### config.mk
export PLATFORM = sky130hd
export DESIGN_NAME = cp0_regfile
export DESIGN_NICKNAME = d
export VERILOG_FILES = /design/src/rtl/cp0_pkg.sv /design/src/rtl/cp0_timer.sv /design/src/rtl/cp0_regfile.sv
export SDC_FILE = /design/constraint.sdc
export NUM_CORES = 1
export LEC_CHECK = 0
export CAP_MARGIN = 10
export CORE_AREA = 4 4 144 146
export CTS_CLUSTER_DIAMETER = 30
export CTS_CLUSTER_SIZE = 14
export DETAILED_ROUTE_END_ITERATION = 10
export DIE_AREA = 0 0 148 150
export GPL_ROUTABILITY_DRIVEN = 0
export PLACE_DENSITY = 0.76
export SLEW_MARGIN = 10
export SYNTH_ARGS = -nofsm -noshare
export SYNTH_HDL_FRONTEND = slang
export SYNTH_SLANG_ARGS = --single-unit
export TNS_END_PERCENT = 5
### constraint.sdc
create_clock -name clk -period 2.7 [get_ports clk]
set_input_delay 0.27 -clock clk [delete_from_list [all_inputs] [get_ports clk]]
set_output_delay 0.27 -clock clk [all_outputs]
set_load 0.01 [all_outputs]
### src/rtl/cp0_pkg.sv
// rtl/cp0_pkg.sv - CP0 register numbers, exception codes and field positions
package cp0_pkg;

  localparam logic [4:0] CP0_REG_COUNT   = 5'd9;
  localparam logic [4:0] CP0_REG_COMPARE = 5'd11;
  localparam logic [4:0] CP0_REG_STATUS  = 5'd12;
  localparam logic [4:0] CP0_REG_CAUSE   = 5'd13;
  localparam logic [4:0] CP0_REG_EPC     = 5'd14;
  localparam logic [4:0] CP0_REG_PRID    = 5'd15;
  localparam logic [4:0] CP0_REG_CONFIG  = 5'd16;

  localparam logic [31:0] EXC_TYPE_INT     = 32'h1;
  localparam logic [31:0] EXC_TYPE_SYSCALL = 32'h8;
  localparam logic [31:0] EXC_TYPE_RI      = 32'ha;
  localparam logic [31:0] EXC_TYPE_OV      = 32'hc;
  localparam logic [31:0] EXC_TYPE_TRAP    = 32'hd;
  localparam logic [31:0] EXC_TYPE_ERET    = 32'he;

  localparam logic [4:0] EXC_CODE_INT     = 5'd0;
  localparam logic [4:0] EXC_CODE_SYSCALL = 5'd8;
  localparam logic [4:0] EXC_CODE_RI      = 5'd10;
  localparam logic [4:0] EXC_CODE_OV      = 5'd12;
  localparam logic [4:0] EXC_CODE_TRAP    = 5'd13;

  localparam int STATUS_EXL      = 1;
  localparam int CAUSE_BD        = 31;
  localparam int CAUSE_IV        = 23;
  localparam int CAUSE_WP        = 22;
  localparam int CAUSE_IP_HW_HI  = 15;
  localparam int CAUSE_IP_HW_LO  = 10;
  localparam int CAUSE_IP_SW_HI  = 9;
  localparam int CAUSE_IP_SW_LO  = 8;
  localparam int CAUSE_EXC_HI    = 6;
  localparam int CAUSE_EXC_LO    = 2;

  localparam logic [31:0] STATUS_RESET = 32'h10000000;

  typedef struct packed {
    logic       valid;
    logic [4:0] code;
  } exc_decode_t;

  // Only the five trapping exception types are recorded; eret is handled separately.
  function automatic exc_decode_t decode_exc(input logic [31:0] excepttype);
    exc_decode_t d;
    d.valid = 1'b1;
    d.code  = EXC_CODE_INT;
    case (excepttype)
      EXC_TYPE_INT:     d.code = EXC_CODE_INT;
      EXC_TYPE_SYSCALL: d.code = EXC_CODE_SYSCALL;
      EXC_TYPE_RI:      d.code = EXC_CODE_RI;
      EXC_TYPE_OV:      d.code = EXC_CODE_OV;
      EXC_TYPE_TRAP:    d.code = EXC_CODE_TRAP;
      default:          d.valid = 1'b0;
    endcase
    return d;
  endfunction

endpackage

### src/rtl/cp0_timer.sv
// rtl/cp0_timer.sv - CP0 Count/Compare pair and sticky timer interrupt
module cp0_timer
  import cp0_pkg::*;
(
  input  logic        clk,
  input  logic        rst,
  input  logic        we_i,
  input  logic [4:0]  waddr_i,
  input  logic [31:0] wdata_i,
  output logic [31:0] count_o,
  output logic [31:0] compare_o,
  output logic        timer_int_o
);

  logic wr_count;
  logic wr_compare;

  assign wr_count   = we_i && (waddr_i == CP0_REG_COUNT);
  assign wr_compare = we_i && (waddr_i == CP0_REG_COMPARE);

  always_ff @(posedge clk) begin
    if (rst) begin
      count_o     <= '0;
      compare_o   <= '0;
      timer_int_o <= 1'b0;
    end else begin
      count_o <= wr_count ? wdata_i : count_o + 32'd1;
      // A Compare write acknowledges the interrupt even if it would match this cycle.
      if (wr_compare) begin
        compare_o   <= wdata_i;
        timer_int_o <= 1'b0;
      end else if ((compare_o != '0) && (count_o == compare_o)) begin
        timer_int_o <= 1'b1;
      end
    end
  end

endmodule

### src/rtl/cp0_regfile.sv
// rtl/cp0_regfile.sv - CP0 register file with exception recording; timer present when CP0_TIMER_EN is defined
module cp0_regfile
  import cp0_pkg::*;
#(
  parameter logic [31:0] PRID   = 32'h004c0102,
  parameter logic [31:0] CONFIG = 32'h00008000
) (
  input  logic        clk,
  input  logic        rst,
  input  logic        we_i,
  input  logic [4:0]  waddr_i,
  input  logic [31:0] wdata_i,
  input  logic [4:0]  raddr_i,
  input  logic [5:0]  int_i,
  input  logic [31:0] excepttype_i,
  input  logic [31:0] inst_addr_i,
  input  logic        in_delayslot_i,
  output logic [31:0] data_o,
  output logic [31:0] count_o,
  output logic [31:0] compare_o,
  output logic [31:0] status_o,
  output logic [31:0] cause_o,
  output logic [31:0] epc_o,
  output logic [31:0] config_o,
  output logic [31:0] prid_o,
  output logic        timer_int_o
);

  logic [31:0] status_q;
  logic [31:0] cause_q;
  logic [31:0] epc_q;
  logic        timer_int;
  exc_decode_t exc;
  logic        is_eret;
  logic        wr_status;
  logic        wr_cause;
  logic        wr_epc;

  assign exc       = decode_exc(excepttype_i);
  assign is_eret   = (excepttype_i == EXC_TYPE_ERET);
  assign wr_status = we_i && (waddr_i == CP0_REG_STATUS);
  assign wr_cause  = we_i && (waddr_i == CP0_REG_CAUSE);
  assign wr_epc    = we_i && (waddr_i == CP0_REG_EPC);

`ifdef CP0_TIMER_EN
  cp0_timer u_timer (
    .clk         (clk),
    .rst         (rst),
    .we_i        (we_i),
    .waddr_i     (waddr_i),
    .wdata_i     (wdata_i),
    .count_o     (count_o),
    .compare_o   (compare_o),
    .timer_int_o (timer_int)
  );
`else
  assign count_o   = '0;
  assign compare_o = '0;
  assign timer_int = 1'b0;
`endif

  always_ff @(posedge clk) begin
    if (rst) begin
      status_q <= STATUS_RESET;
      cause_q  <= '0;
      epc_q    <= '0;
    end else begin
      cause_q[CAUSE_IP_HW_HI:CAUSE_IP_HW_LO] <= {int_i[5] | timer_int, int_i[4:0]};
      // An exception in the same cycle masks software writes to Status, Cause and EPC.
      if (exc.valid) begin
        if (!status_q[STATUS_EXL]) begin
          epc_q             <= in_delayslot_i ? inst_addr_i - 32'd4 : inst_addr_i;
          cause_q[CAUSE_BD] <= in_delayslot_i;
        end
        status_q[STATUS_EXL]               <= 1'b1;
        cause_q[CAUSE_EXC_HI:CAUSE_EXC_LO] <= exc.code;
      end else begin
        if (is_eret) begin
          status_q[STATUS_EXL] <= 1'b0;
        end else if (wr_status) begin
          status_q <= wdata_i;
        end
        if (wr_cause) begin
          cause_q[CAUSE_IP_SW_HI:CAUSE_IP_SW_LO] <= wdata_i[CAUSE_IP_SW_HI:CAUSE_IP_SW_LO];
          cause_q[CAUSE_WP]                      <= wdata_i[CAUSE_WP];
          cause_q[CAUSE_IV]                      <= wdata_i[CAUSE_IV];
        end
        if (wr_epc) begin
          epc_q <= wdata_i;
        end
      end
    end
  end

  always_comb begin
    data_o = '0;
    case (raddr_i)
      CP0_REG_COUNT:   data_o = count_o;
      CP0_REG_COMPARE: data_o = compare_o;
      CP0_REG_STATUS:  data_o = status_q;
      CP0_REG_CAUSE:   data_o = cause_q;
      CP0_REG_EPC:     data_o = epc_q;
      CP0_REG_PRID:    data_o = PRID;
      CP0_REG_CONFIG:  data_o = CONFIG;
      default:         data_o = '0;
    endcase
  end

  assign status_o    = status_q;
  assign cause_o     = cause_q;
  assign epc_o       = epc_q;
  assign config_o    = CONFIG;
  assign prid_o      = PRID;
  assign timer_int_o = timer_int;

endmodule

Yosys cells after proc, flatten, opt, wreduce, memory -nomap -nowiden
Cells that the tools add are included.
- output and inout port bits: 257
- logic and storage cells: 46
- bits in registers: 80
- reductions and logical operators: 10
- eq/ne operators: 15
- muxes and demuxes: 10
- add/subtract/negate cells: 1
- bitwise gates (word level): 3
- operators by type and width (kind ; number):
    $eq 32x4->1 const B ; 5
    $pmux 32 s5 ; 1
    $mux 32 ; 4
    $eq 5x4->1 const B ; 7
    $eq 32x1->1 const B ; 1
    $sub 32x3->32 const B ; 1
    $pmux 4 s4 ; 1
    $reduce_and 2->1 ; 3
    $eq 5x5->1 const B ; 1
    $reduce_or 5->1 ; 1
    $logic_and 1x1->1 ; 3
    $mux 1 ; 3
    $not 1->1 ; 3
    $reduce_and 3->1 ; 1
    $reduce_bool 3->1 ; 1
    $mux 2 ; 1
    $ne 2x2->1 const B ; 1
    $reduce_bool 2->1 ; 1

Longest topological paths before layout
- depth after elaboration: 5
- gate-level depth with buffers: 9
- mapped depth without buffers: 8

Worst setup path after synthesis
No wires, ideal clock.
- path kind: input-to-reg
- from: input port excepttype_i[2]
- to: register epc_q[31], in the netlist epc_o[31]
- data required time: 2609 ps
- stages on the path: 8
- arrival time: 2327 ps
- buffers on the path: 2
- slack: 282 ps
- cell sequence: clkbuf_1 > or3b_2 > a21o_1 > a211oi_2 > mux2i_1 > clkbuf_1 > o21bai_1 > a311oi_1
- word-level cells in the longest chain between the ends: 5
- elaborated cells on any way between the ends: 11
- classes of those cells: eq/ne (6); mux (2); reduce/logical (3)
- RTL lines (what ; RTL line ; text):
    from (decl) ; cp0_regfile.sv:15 ; input logic [31:0] excepttype_i,
    $eq 32x4->1 or $eq 32x1->1 (tied branches) ; cp0_pkg.sv:48 ; case (excepttype)
    $reduce_or 5->1 (no source line) (*) ; n/a ;
    $mux 1 (*) ; cp0_pkg.sv:48 ;
    $ne 2x2->1 (no source line) or $reduce_bool 2->1 (tied branches) ; n/a ;
    $reduce_and 2->1 (no source line) ; n/a ;
    to (signal assigned) ; cp0_regfile.sv:72 ; epc_q <= in_delayslot_i ? inst_addr_i - 32'd4 : inst_addr_i;
    to (signal assigned) ; cp0_regfile.sv:89 ; epc_q <= wdata_i;
    to (decl) ; cp0_regfile.sv:31 ; logic [31:0] epc_q;
Mark *: on every way between the ends. The rest lies on a longest branch, timed or not.
A chain may end at the register's enable or synchronous reset.

Final worst setup path
- from: input port excepttype_i[0]
- to: register epc_q[2], in the netlist epc_o[2]
The elaborated chain is that of the path after synthesis.

==> impl_metrics.tcl <==
set metrics [dict create \
    status "complete, no violations" \
    grt_max_degree 51 \
    avgRoutedWirePerCell_um 16.5 \
    synth-edff-count 0 \
    slew_headroom 0.348 \
    dp_slack_ns -0.112 \
    cts_sinks 79 \
    ir_drop_uv 245 \
    report.final.slew_viol_count 0 \
    vias 5333 \
    required_ns 2.89 \
    path_clk_slew_ns 0.07 \
    utilization 0.422 \
    hold_class "primary input to flop" \
    cts_tree "yes" \
    nNetsFinal 1056 \
    port_buffers 226 \
    setup_tns_ns 0 \
    num_rows 51 \
    place_hpwl_um 16200 \
    die-area_sq_mm 0.0222 \
    core-area_sq_mm 0.0194 \
    grt-ovfl-total 0 \
    start_util 0.290 \
    fp.dieW_um 148 \
    setup-violations-final 0 \
    grt_pass1_vias 4908 \
    worst_setup_path_start_kind "primary input" \
    drc 0 \
    netlist.top_cell.by_area "dfxtp_1" \
    n_antenna_cell 0 \
    async_flop_share 0 \
    vias_per_cell 4.41 \
    p_leak_nw 3.06 \
    cts_resized 0 \
    drv_cap 0 \
    htree_levels 3 \
    finalCritPeriodShare 0.918 \
    hold_viol 0 \
    cts_setup_buffers 0 \
    cts_buffer_depth 2 \
    total_power_mw 3.11 \
    crit_type "primary input to flop" \
    hold_buffers 0 \
    fmax_ghz 0.404 \
    power_density_mw_per_mm2 380 \
    yosysUniqueCellTypes 55 \
    syn2layout_area_growth_pct 45.7 \
    grtUsageTotal 0.166 \
    ys_ff_latch 79 \
    drt_iter0_drc 212 \
    dr.pass1.iters 5 \
    dpl_cell_area_sq_mm 0.00785 \
    antenna_found_initial 0 \
    synth_cells 704 \
    synth_most_common_cell "buf_4" \
    grt_setup_unrepaired "false" \
    cp.arrival_ns 2.67 \
    synth_common_cells "buf_4, nor2_1, dfxtp_1, mux2i_1, nand2_1" \
    syn_area_sq_mm 0.00562 \
    drive_above_1_share 0.0826 \
    seq_area_frac_synth 0.282 \
    stdcell_count 1209 \
    fin_hold_ws_ns 0.471 \
    tightest_slew_ns 0.978 \
    dieHeight_um 150 \
    cp-end-kind "flop" \
    fin_ws_ns 0.223 \
    period_needed_ns 2.48 \
    synth_flop_cell "dfxtp_1" \
    skew_ns 0.00559 \
    clock_latency_ns 0.35 \
    ant_nets 0 \
    numCtsBuffers 9 \
    clockRootBuffer "clkbuf_16" \
    final_area_sq_mm 0.00819 \
    ios 373 \
    wirelength_um 19900 \
    avgSynthCellArea_sq_um 7.98 \
    synth_top_area_frac 0.282 \
    dp.cells 1193 \
    crit_path_max_fanout 14 \
    synthTopCellsByArea "dfxtp_1, buf_4, mux2i_1" \
    grt_pass1_wl_um 28600 \
    yosys_warnings 0 \
]
[layer usage]
metal,part of all wire,global-route usage,up-vias
met5,0,0,-
met4,0.016,0.0559,0
met3,0.079,0.0327,22
met2,0.49,0.285,263
met1,0.41,0.210,2483
li1,-,-,2565
[report_power, final]
group	switching, mW	total, mW	internal (mW)	leakage (nW)
Sequential	0.0106	1.19	1.18	0.639
Clock	0.522	1.39	0.869	0.167
Combinational	0.276	0.529	0.253	2.25
[final cells by class]
type | instances | area (sq um)
Clock buffer | 11 | 253
Clock inverter | 5 | 86.3
Fill cell | 1961 | 11200
Inverter | 5 | 18.8
Multi-Input combinational cell | 575 | 3300
Sequential cell | 79 | 1580
Tap cell | 265 | 332
Timing Repair Buffer | 269 | 2610
[cell usage in the layout (no fill, tap or decap), drive strengths merged, types with 6 or more instances in the layout]
cell type	n
nor4	11
nor3	22
xor2	11
buf	46
o21ai	10
inv	7
nor2b	11
clkdlybuf4s50	223
nor2	101
xnor2	17
conb	146
o211ai	14
clkbuf	11
nand2	42
nand3b	8
dfxtp	79
a21oi	42
a211o	6
a211oi	6
mux2i	72
nand3	8
[worst paths after layout]
check	startpoint	endpoint	slack (ns)	cells after the start
max	excepttype_i[0]	epc_o[2]	0.22	9
min	int_i[5]	cause_o[15]	0.47	2
max reg2reg	status_o[1]	epc_o[7]	1.19	4
min reg2reg	epc_o[5]	epc_o[5]	0.47	2
[worst max-delay path, stage by stage]
cell             delay, ns
clkdlybuf4s50_1       0.49
or3b_2                0.46
a21o_1                0.22
a211oi_4              0.20
buf_4                 0.19
mux2_2                0.47
buf_4                 0.23
nand2_1               0.07
a21oi_1               0.05
[sequential cells by signal (all words and copies together) (netlist names)]
register	cells
cause_o	15
epc_o	32
status_o	32
[kinds of logic after synthesis]
logic type,after synthesis,synth area share
xor+xnor,28,0.0437
other cells,2,0.00134
fa+ha+maj,1,0.00223
buf+inv,194,0.230
mux,73,0.130
compound gates,93,0.105
simple gates,234,0.206
flops,79,0.282
Power figures use the tool's default switching activity.
